**src/rtl/dvp_pixel_rx.sv**
```systemverilog
// dvp_pixel_rx: DVP camera capture that packs beats into pixels and sends them on an AXI4-Stream
// master with backpressure, and tracks line/frame geometry plus sticky misalign/overflow flags.
module dvp_pixel_rx #(
   parameter int DIN_WIDTH         = 8,
   parameter int BYTES_PER_PIXEL   = 2,
   parameter int VSYNC_ACTIVE_HIGH = 0,
   parameter int HREF_ACTIVE_HIGH  = 1,
   parameter int CNT_WIDTH         = 12
) (
   input  logic                                 pclk,
   input  logic                                 rst,
   input  logic [DIN_WIDTH-1:0]                 din,
   input  logic                                 href_in,
   input  logic                                 vsync_in,
   output logic [DIN_WIDTH*BYTES_PER_PIXEL-1:0] tdata,
   output logic                                 tvalid,
   input  logic                                 tready,
   output logic                                 tlast,
   output logic                                 tuser,
   input  logic                                 clear_err,
   output logic                                 overflow_err,
   output logic                                 misalign_err,
   output logic [CNT_WIDTH-1:0]                 line_pixels,
   output logic [CNT_WIDTH-1:0]                 frame_lines
);
   localparam int PW = DIN_WIDTH * BYTES_PER_PIXEL;
   localparam logic [CNT_WIDTH-1:0] CMAX = '1;
   localparam logic [CNT_WIDTH-1:0] ONE = CNT_WIDTH'(1);
   localparam logic [1:0] LAST_PH = 2'(BYTES_PER_PIXEL - 1);
   logic href, vsync, href_q, vsync_q, in_line, line_on, fall, last_beat, frame_end;
   logic load, drop, stage_valid, sof_pending;
   logic [1:0] phase;
   logic [PW-1:0] shreg, word, stage_data;
   logic [CNT_WIDTH-1:0] pix_cnt, line_cnt;
   assign href  = href_in ^ (HREF_ACTIVE_HIGH == 0);
   assign vsync = vsync_in ^ (VSYNC_ACTIVE_HIGH == 0);
   // a line opens only on a seen href rise, so capture after a mid-line reset waits for the next line
   assign line_on   = ~vsync & href & (in_line | ~href_q);
   assign fall      = in_line & ~href;
   assign last_beat = line_on & (phase == LAST_PH);
   assign frame_end = vsync & ~vsync_q & (line_cnt != '0);
   assign load      = stage_valid & (~tvalid | tready);
   assign drop      = stage_valid & tvalid & ~tready;
   assign word      = (shreg << DIN_WIDTH) | PW'(din);
   always_ff @(posedge pclk) begin
      if (rst) begin
         href_q       <= 1'b1;
         vsync_q      <= 1'b0;
         in_line      <= 1'b0;
         phase        <= '0;
         shreg        <= '0;
         stage_valid  <= 1'b0;
         stage_data   <= '0;
         sof_pending  <= 1'b1;
         pix_cnt      <= '0;
         line_cnt     <= '0;
         tdata        <= '0;
         tvalid       <= 1'b0;
         tlast        <= 1'b0;
         tuser        <= 1'b0;
         overflow_err <= 1'b0;
         misalign_err <= 1'b0;
         line_pixels  <= '0;
         frame_lines  <= '0;
      end else begin
         href_q      <= href;
         vsync_q     <= vsync;
         in_line     <= line_on;
         if (line_on) shreg <= word;
         phase       <= (last_beat | fall | frame_end) ? '0 : line_on ? phase + 2'd1 : phase;
         stage_valid <= last_beat;
         if (last_beat) stage_data <= word;
         pix_cnt     <= fall ? '0 : (last_beat && pix_cnt != CMAX) ? pix_cnt + ONE : pix_cnt;
         line_cnt    <= frame_end ? '0 : (fall && line_cnt != CMAX) ? line_cnt + ONE : line_cnt;
         if (fall) line_pixels <= pix_cnt;
         if (frame_end) frame_lines <= line_cnt;
         // a held pixel is never overwritten; a blocked staged pixel is simply lost
         if (load) begin
            tdata <= stage_data;
            tlast <= ~href;
            tuser <= sof_pending;
         end
         tvalid       <= load | (tvalid & ~tready);
         sof_pending  <= vsync | (sof_pending & ~load);
         overflow_err <= drop | (overflow_err & ~clear_err);
         misalign_err <= (fall & (phase != '0)) | (misalign_err & ~clear_err);
      end
   end
endmodule
```
**config.mk**
```make
export PLATFORM = sky130hd
export DESIGN_NAME = dvp_pixel_rx
export DESIGN_NICKNAME = d
export VERILOG_FILES = /design/src/rtl/dvp_pixel_rx.sv
export SDC_FILE = /design/constraint.sdc
export NUM_CORES = 1
export LEC_CHECK = 0
export CORE_ASPECT_RATIO = 0.5
export CORE_MARGIN = 2
export CORE_UTILIZATION = 58
export DETAILED_ROUTE_END_ITERATION = 16
export PLACE_DENSITY = 0.87
export SLEW_MARGIN = 5
export SYNTH_ARGS = -nofsm -noshare
export SYNTH_HDL_FRONTEND = slang
export SYNTH_SLANG_ARGS = --single-unit
export TNS_END_PERCENT = 20
```
**constraint.sdc**
```tcl
create_clock -name pclk -period 3.99 [get_ports pclk]
set_input_delay 0.9975 -clock pclk [delete_from_list [all_inputs] [get_ports pclk]]
set_output_delay 0.9975 -clock pclk [all_outputs]
set_load 0.05 [all_outputs]
```
==> qor.yml, run 1 <==
status:
  status: "finished clean"
synthesis:
  synth.top_cell.area_share_pct: 49.8
  synth_top_area_cell: "dfxtp_1"
  synth_top_flop_cell: "dfxtp_1"
  syn_avg_cell_area_um2: 8.33
  yosysMostFrequentCell: "nand2_1"
  ys_types: 44
  netlist_top_cells_count: "121 x nand2_1, 100 x dfxtp_1, 70 x a21oi_1, 30 x nor2_1, 16 x clkbuf_1"
  syn_nets: 502
  synthArstFlopShare_pct: 0
  yosysWarnings: 0
  syn_inst: 483
  synth_area_leaders: "dfxtp_1 50%, nand2_1 11%, a21oi_1 8.7%"
  netlist_area_um2: 4020
  seq_area_frac_synth_pct: 49.8
  synth_edf_count: 0
  synth-seq-cells: 100
worst_setup_path:
  required_ps: 4240
  r2r_cells: 7
  rrSetupSlack_ps: 1870
  worst_ep_arrival_time_ps: 2930
  reg2reg_to: "line_cnt[4]"
  cp_top_family: "simple AND/OR/NAND/NOR gates"
  crit_type: "in2reg"
  path_buf_inv: 1
  critPathLaunchType: "primary input"
  crit_path_top_delay_cell: "nand2b_1"
  cp_slowest_stage_delay_ps: 620
  path_max_fanout: 18
  crit_top_cell: "nand2b_1"
  rr_startpoint: "line_cnt[0]"
  crit_start: "href_in"
  critical_path.cell_chain: "clkdlybuf4s50_1 -> nand2b_1 -> nand2b_1 -> a211oi_1"
  cp-end-kind: "flip-flop"
power:
  p_int_w: 0.00157
  switching_share_pct: 19.8
  p_leak_nw: 1.63
  clkPwrFrac_pct: 46.2
  ir_drop_v: 0.000275
  p_seq_share_pct: 51.2
  switching_power_w: 0.000388
  p_comb_share_pct: 2.6
  powerDensity_nw_per_um2: 394
place:
  place_area_um2: 4650
  place_congestion: 0.874
  dp_slack_ps: 983
  hpwl_um: 5880
  port_buffers: 58
die:
  dieWidth_um: 122
  start_util_pct: 60.0
  top_level_ports: 59
  core_area_um2: 6700
  fp.dieH_um: 62.9
  num_rows: 21
  dieArea_um2: 7660
clocking:
  clk_latency_ps: 340
  cts_resized: 0
  post_cts_buffers: 0
  clock_path_buffers: 2
  cts_inserted_buffers: 9
  cts_tree: "built"
  root_buffer: "clkbuf_16"
  cts_max_level: 3
  clk_pin_slew_ps: 60
  cts.sinks: 100
  postCtsHoldBufs: 0
worst_hold_path:
  holdPathEnd: "tdata[14]"
  hp-start: "stage_data[14]"
  hold_path_depth: 2
  hold_class: "reg2reg"
drt:
  drc: 0
  drt-pass1-iter-count: 4
  avgViaCountPerCell: 5.66
  drtIter0Drc: 255
  finalWirelength_um: 8870
  wl_per_cell_um: 14.1
  route.vias.total: 3558
  ant_nets: 0
cells_and_area:
  final_area_um2: 4970
  final_util_pct: 74.2
  drive_gt1_share_pct: 5.77
  diodes: 0
  nNetsFinal: 551
  syn_to_final_growth_pct: 23.6
grt:
  grt_util_all_layers_pct: 24.4
  antenna_found_initial: 0
  grt-ovfl-total: 0
  grt_pass1_wl_um: 14900
  grt_max_degree: 46
  first_global_vias: 3279
timing:
  max_slew_margin_pct: 49.0
  finalMaxSlewViolations: 0
  setup_tns_ps: 0
  tightestPinTransition_ps: 766
  finClkSkew_ps: 6.57
  fin_crit_sh_pct: 67.2
  clock.fmax_mhz: 373
  fin_ws_ps: 1310
  setup_viol: 0
  hold_viol_final: 0
  hold_ws_ps: 451
  layout_min_cycle_time_ps: 2680
  rsz0062_at_grt: "false"
flow_run:
  max_cap_viol_count: 0
==> per-layer routing <==
metal / share of wire, % / global-route usage, %
met1: 43 / 29.2
met2: 50 / 41.4
met3: 5.8 / 7.66
met4: 1.0 / 8.91
met5: 0 / 0
==> cell families (layout without fill, tap and decap cells) <==
| family | count (synthesis) | after routing | synth area share [%] |
|---|---|---|---|
| xor gates and xnor gates | 2 | 2 | 0.436 |
| buffers and inverters | 40 | 94 | 4.20 |
| adders and majority gates | 5 | 5 | 1.56 |
| AOI/OAI and AO/OA | 101 | 101 | 14.6 |
| and+or+nand+nor | 221 | 221 | 26.0 |
| DFF | 100 | 100 | 49.8 |
| muxes | 14 | 14 | 3.48 |
==> placed cells by master, fill, tap and decap left out, drive strengths merged <==
| master | n |
|---|---|
| dfxtp | 100 |
| clkinv | 1 |
| a211oi | 5 |
| nand2b | 7 |
| or2 | 2 |
| a41oi | 2 |
| clkinvlp | 1 |
| nor4b | 1 |
| a22oi | 1 |
| and4 | 5 |
| nor2b | 3 |
| a211o | 1 |
| and3b | 1 |
| or4 | 7 |
| nand3 | 12 |
| a311oi | 2 |
| or3 | 4 |
| nand4 | 7 |
| xnor2 | 2 |
| and4bb | 1 |
| o21ai | 5 |
| buf | 8 |
| clkdlybuf4s50 | 57 |
| clkbuf | 13 |
| a21oi | 70 |
| mux2i | 14 |
| nor3 | 5 |
| o31ai | 9 |
| inv | 13 |
| nor2 | 30 |
| nor4 | 3 |
| o41ai | 2 |
| and3 | 5 |
| a31oi | 4 |
| or4b | 1 |
| nand2 | 121 |
| bufinv | 1 |
| and2 | 5 |
| ha | 5 |
| nor3b | 1 |
==> through the flow <==
step | total power (W) | cells
6_report | 0.00196 | 629
5_1_grt | 0.00203 | 629
4_1_cts | 0.00197 | 629
3_5_place_dp | 0.00108 | 613
3_3_place_gp | 0.00108 | 613
2_1_floorplan | 0.00105 | 483
==> flip-flops by register name, indices dropped and copies added (netlist names) <==
signal and count:
stage_data 16, stage_valid 1, vsync_q 1, overflow_err 1
tuser 1, line_cnt 12, phase 2, pix_cnt 12
tlast 1, misalign_err 1, tdata 16, sof_pending 1
frame_lines 12, line_pixels 12, shreg 8, href_q 1
tvalid 1, in_line 1
==> layout make-up <==
class / instances / area [µm²]
Multi-Input combinational cell: 343 / 1860
Clock inverter: 3 / 42.5
Tap cell: 92 / 115
Sequential cell: 100 / 2000
Timing Repair Buffer: 65 / 628
Inverter: 13 / 48.8
Fill cell: 502 / 1730
Clock buffer: 13 / 280
==> power groups by stage <==
| stage | registers [W] | clock network (W) | logic (W) |
|---|---|---|---|
| final | 0.00100 | 0.000907 | 0.0000500 |
| after global routing | 0.00100 | 0.000969 | 0.0000550 |
| after CTS | 0.00100 | 0.000919 | 0.0000501 |
| after detailed placement | 0.00103 | 0 | 0.0000495 |
| after global placement | 0.00103 | 0 | 0.0000491 |
| after floorplan | 0.00103 | 0 | 0.0000271 |
==> worst reg2reg max path, cell delays in order, from the launching register on <==
cell and delay (ps):
dfxtp_1 520, inv_1 80, ha_1 190, nor4b_2 160, a311oi_2 250, buf_4 250
or2_1 430, nor3_1 110
==> worst max-delay path by stage <==
stage / cells past startpoint / slack [ps] / endpoint
finish: 4 / 1310 / pix_cnt[8]
global route: 4 / 1130 / pix_cnt[8]
global placement: 4 / 1010 / pix_cnt[9]
floorplan: 4 / 1850 / line_cnt[9]
CTS: 4 / 1330 / pix_cnt[8]
detailed placement: 4 / 980 / pix_cnt[8]
(Power assumes the default switching activity.)
==> run 2, diff against run 1 <==
--- a/config.mk
+++ b/config.mk
@@ -7,9 +7,9 @@
 export LEC_CHECK = 0
 export CORE_ASPECT_RATIO = 0.5
 export CORE_MARGIN = 2
-export CORE_UTILIZATION = 58
+export CORE_UTILIZATION = 54
 export DETAILED_ROUTE_END_ITERATION = 16
-export PLACE_DENSITY = 0.87
+export PLACE_DENSITY = 0.82
 export SLEW_MARGIN = 5
 export SYNTH_ARGS = -nofsm -noshare
 export SYNTH_HDL_FRONTEND = slang
==> constraint.sdc (replaced) <==
create_clock -name pclk -period 2.7 [get_ports pclk]
set_input_delay 0.675 -clock pclk [delete_from_list [all_inputs] [get_ports pclk]]
set_output_delay 0.675 -clock pclk [all_outputs]
set_load 0.05 [all_outputs]
==> run 2 against run 1 <==
Compared with the run above:
- non-clock buffer count grew 6
- clock power grew 47%
- sequential cell count is the same
- via count shrank 0.67%
- global-route usage shrank 1.3 points
- clock-buffer cell count shrank 3
==> qor.yml, run 2 (synthesis results as in run 1) <==
timing:
  fin_ws_ps: 504  # -804 ps
  clock.fmax_mhz: 455
  layout_min_cycle_time_ps: 2200
  finalMaxSlewViolations: 0  # unchanged
  max_slew_margin_pct: 64.0  # +15 points
  rsz0062_at_grt: "false"
  setup_viol: 0  # unchanged
  tightestPinTransition_ps: 535  # -230 ps
  fin_crit_sh_pct: 81.3
  hold_viol_final: 0  # unchanged
  finClkSkew_ps: 6.19  # -0.374 ps
  setup_tns_ps: 0  # unchanged
power:
  p_leak_nw: 1.65  # +1.1%
  ir_drop_v: 0.000380  # +38%
  powerDensity_nw_per_um2: 578  # +47%
  p_total_w: 0.00290  # +48%
worst_setup_path:
  worst_ep_arrival_time_ps: 1520  # -1410 ps
  crit_path_top_delay_cell: "clkdlybuf4s50_1"
  cp_slowest_stage_delay_ps: 810  # +190 ps
  path_max_fanout: 3  # -15
  crit_type: "reg2out"
  path_buf_inv: 1  # unchanged
  required_ps: 2030  # -2210 ps
  cp_top_family: "buffers and inverters"
  critPathLaunchType: "flip-flop"
  cp-end-kind: "output pin"
  critical_path.cell_chain: "clkdlybuf4s50_1"
cells_and_area:
  reg.largest.list: "stage_data x16, tdata x16"
  final_area_um2: 5010  # +0.68%
  syn_to_final_growth_pct: 24.5
  mostFrequentLayoutCell: "nand2_1"
  final_cell_mix: "121 x nand2_1, 100 x dfxtp_1, 70 x a21oi_1"
  diodes: 0  # unchanged
  drive_gt1_share_pct: 6.46  # +0.68 points
  nNetsFinal: 557  # +1.1%
clocking:
  cts.sinks: 100  # unchanged
  post_cts_buffers: 0  # unchanged
  clk_latency_ps: 340  # about the same
  postCtsHoldBufs: 0  # unchanged
  root_buffer: "clkbuf_16"
  clk_pin_slew_ps: 60  # about the same
  clock_path_buffers: 2  # unchanged
  cts_tree: "built"
  cts_inserted_buffers: 9  # unchanged
  cts_max_level: 3  # unchanged
  cts_resized: 0  # unchanged
grt:
  grt_pass1_wl_um: 15100  # +1.4%
  grt_max_degree: 39  # -15%
  first_global_vias: 3294  # +0.46%
  antenna_found_initial: 0  # unchanged
  grt_util_all_layers_pct: 23.1  # -1.3 points
  grt-ovfl-total: 0  # unchanged
drt:
  ant_nets: 0  # unchanged
  drtIter0Drc: 206  # -19%
  route.vias.total: 3534  # -0.67%
  avgViaCountPerCell: 5.54  # -2.1%
  wl_per_cell_um: 14.0  # -0.82%
  finalWirelength_um: 8930  # +0.60%
  drt-pass1-iter-count: 4  # unchanged
  drc: 0  # unchanged
die:
  top_level_ports: 59  # unchanged
  start_util_pct: 55.3  # -4.7 points
  fp.dieH_um: 65.0  # +3.4%
  dieWidth_um: 126  # +3.5%
  core_area_um2: 7270  # +8.5%
  dieArea_um2: 8200  # +7.0%
  num_rows: 22  # +4.8%
flow_run:
  max_cap_viol_count: 0  # unchanged
status:
  status: "finished clean"
place:
  hpwl_um: 6050  # +2.9%
  place_area_um2: 4700  # +1.1%
  place_congestion: 0.882  # +1.0%
  dp_slack_ps: 294  # -690 ps
  port_buffers: 58  # unchanged
worst_hold_path:
  hold_class: "reg2reg"
-- run 2: cell count changes in the layout (fill, tap and decap cells not counted), sizes merged --
cell,delta
clkbuf,-3
bufinv,+1
buf,+6
clkinv,+1
-- run 2: path summary, 6_finish.rpt --
| path | cells past startpoint | from | slack [ps] | endpoint |
|---|---|---|---|---|
| min reg2reg | 2 | line_pixels[5] | 450 | line_pixels[5] |
| min | 2 | line_pixels[5] | 450 | line_pixels[5] |
| max | 1 | tvalid | 500 | tvalid |
| max reg2reg | 6 | line_cnt[1] | 680 | line_cnt[4] |
-- run 2: final cells by class --
type                            instances  area [µm²]
Timing Repair Buffer                   71         673
Multi-Input combinational cell        343        1860
Clock inverter                          5        77.6
Inverter                               13        48.8
Fill cell                             615        2260
Sequential cell                       100        2000
Tap cell                               96         120
Clock buffer                           10         229
-- run 2: routing by layer --
metal | share of wire [%] | track usage [%] | up-vias
li1 | - | - | 1771
met1 | 45 | 28.9 | 1659
met2 | 47 | 38.6 | 90
met3 | 6.6 | 6.03 | 14
met4 | 1.6 | 9.34 | 0
met5 | 0 | 0 | -
-- run 2: per-stage QoR --
stage	util [%]	cells	hold WS (ps)
6_report	68.9	638	450
5_1_grt	68.9	638	470
4_1_cts	68.9	638	454
3_5_place_dp	64.7	623	445
3_3_place_gp	64.7	623	440
2_1_floorplan	-	483	430
-- run 2: power breakdown --
part	internal, W	total (W)	switching [W]
clock network	0.000803	0.00133	0.000530
logic	0.0000296	0.0000779	0.0000483
registers	0.00148	0.00148	0.00000367
total	0.00231	0.00290	0.000582
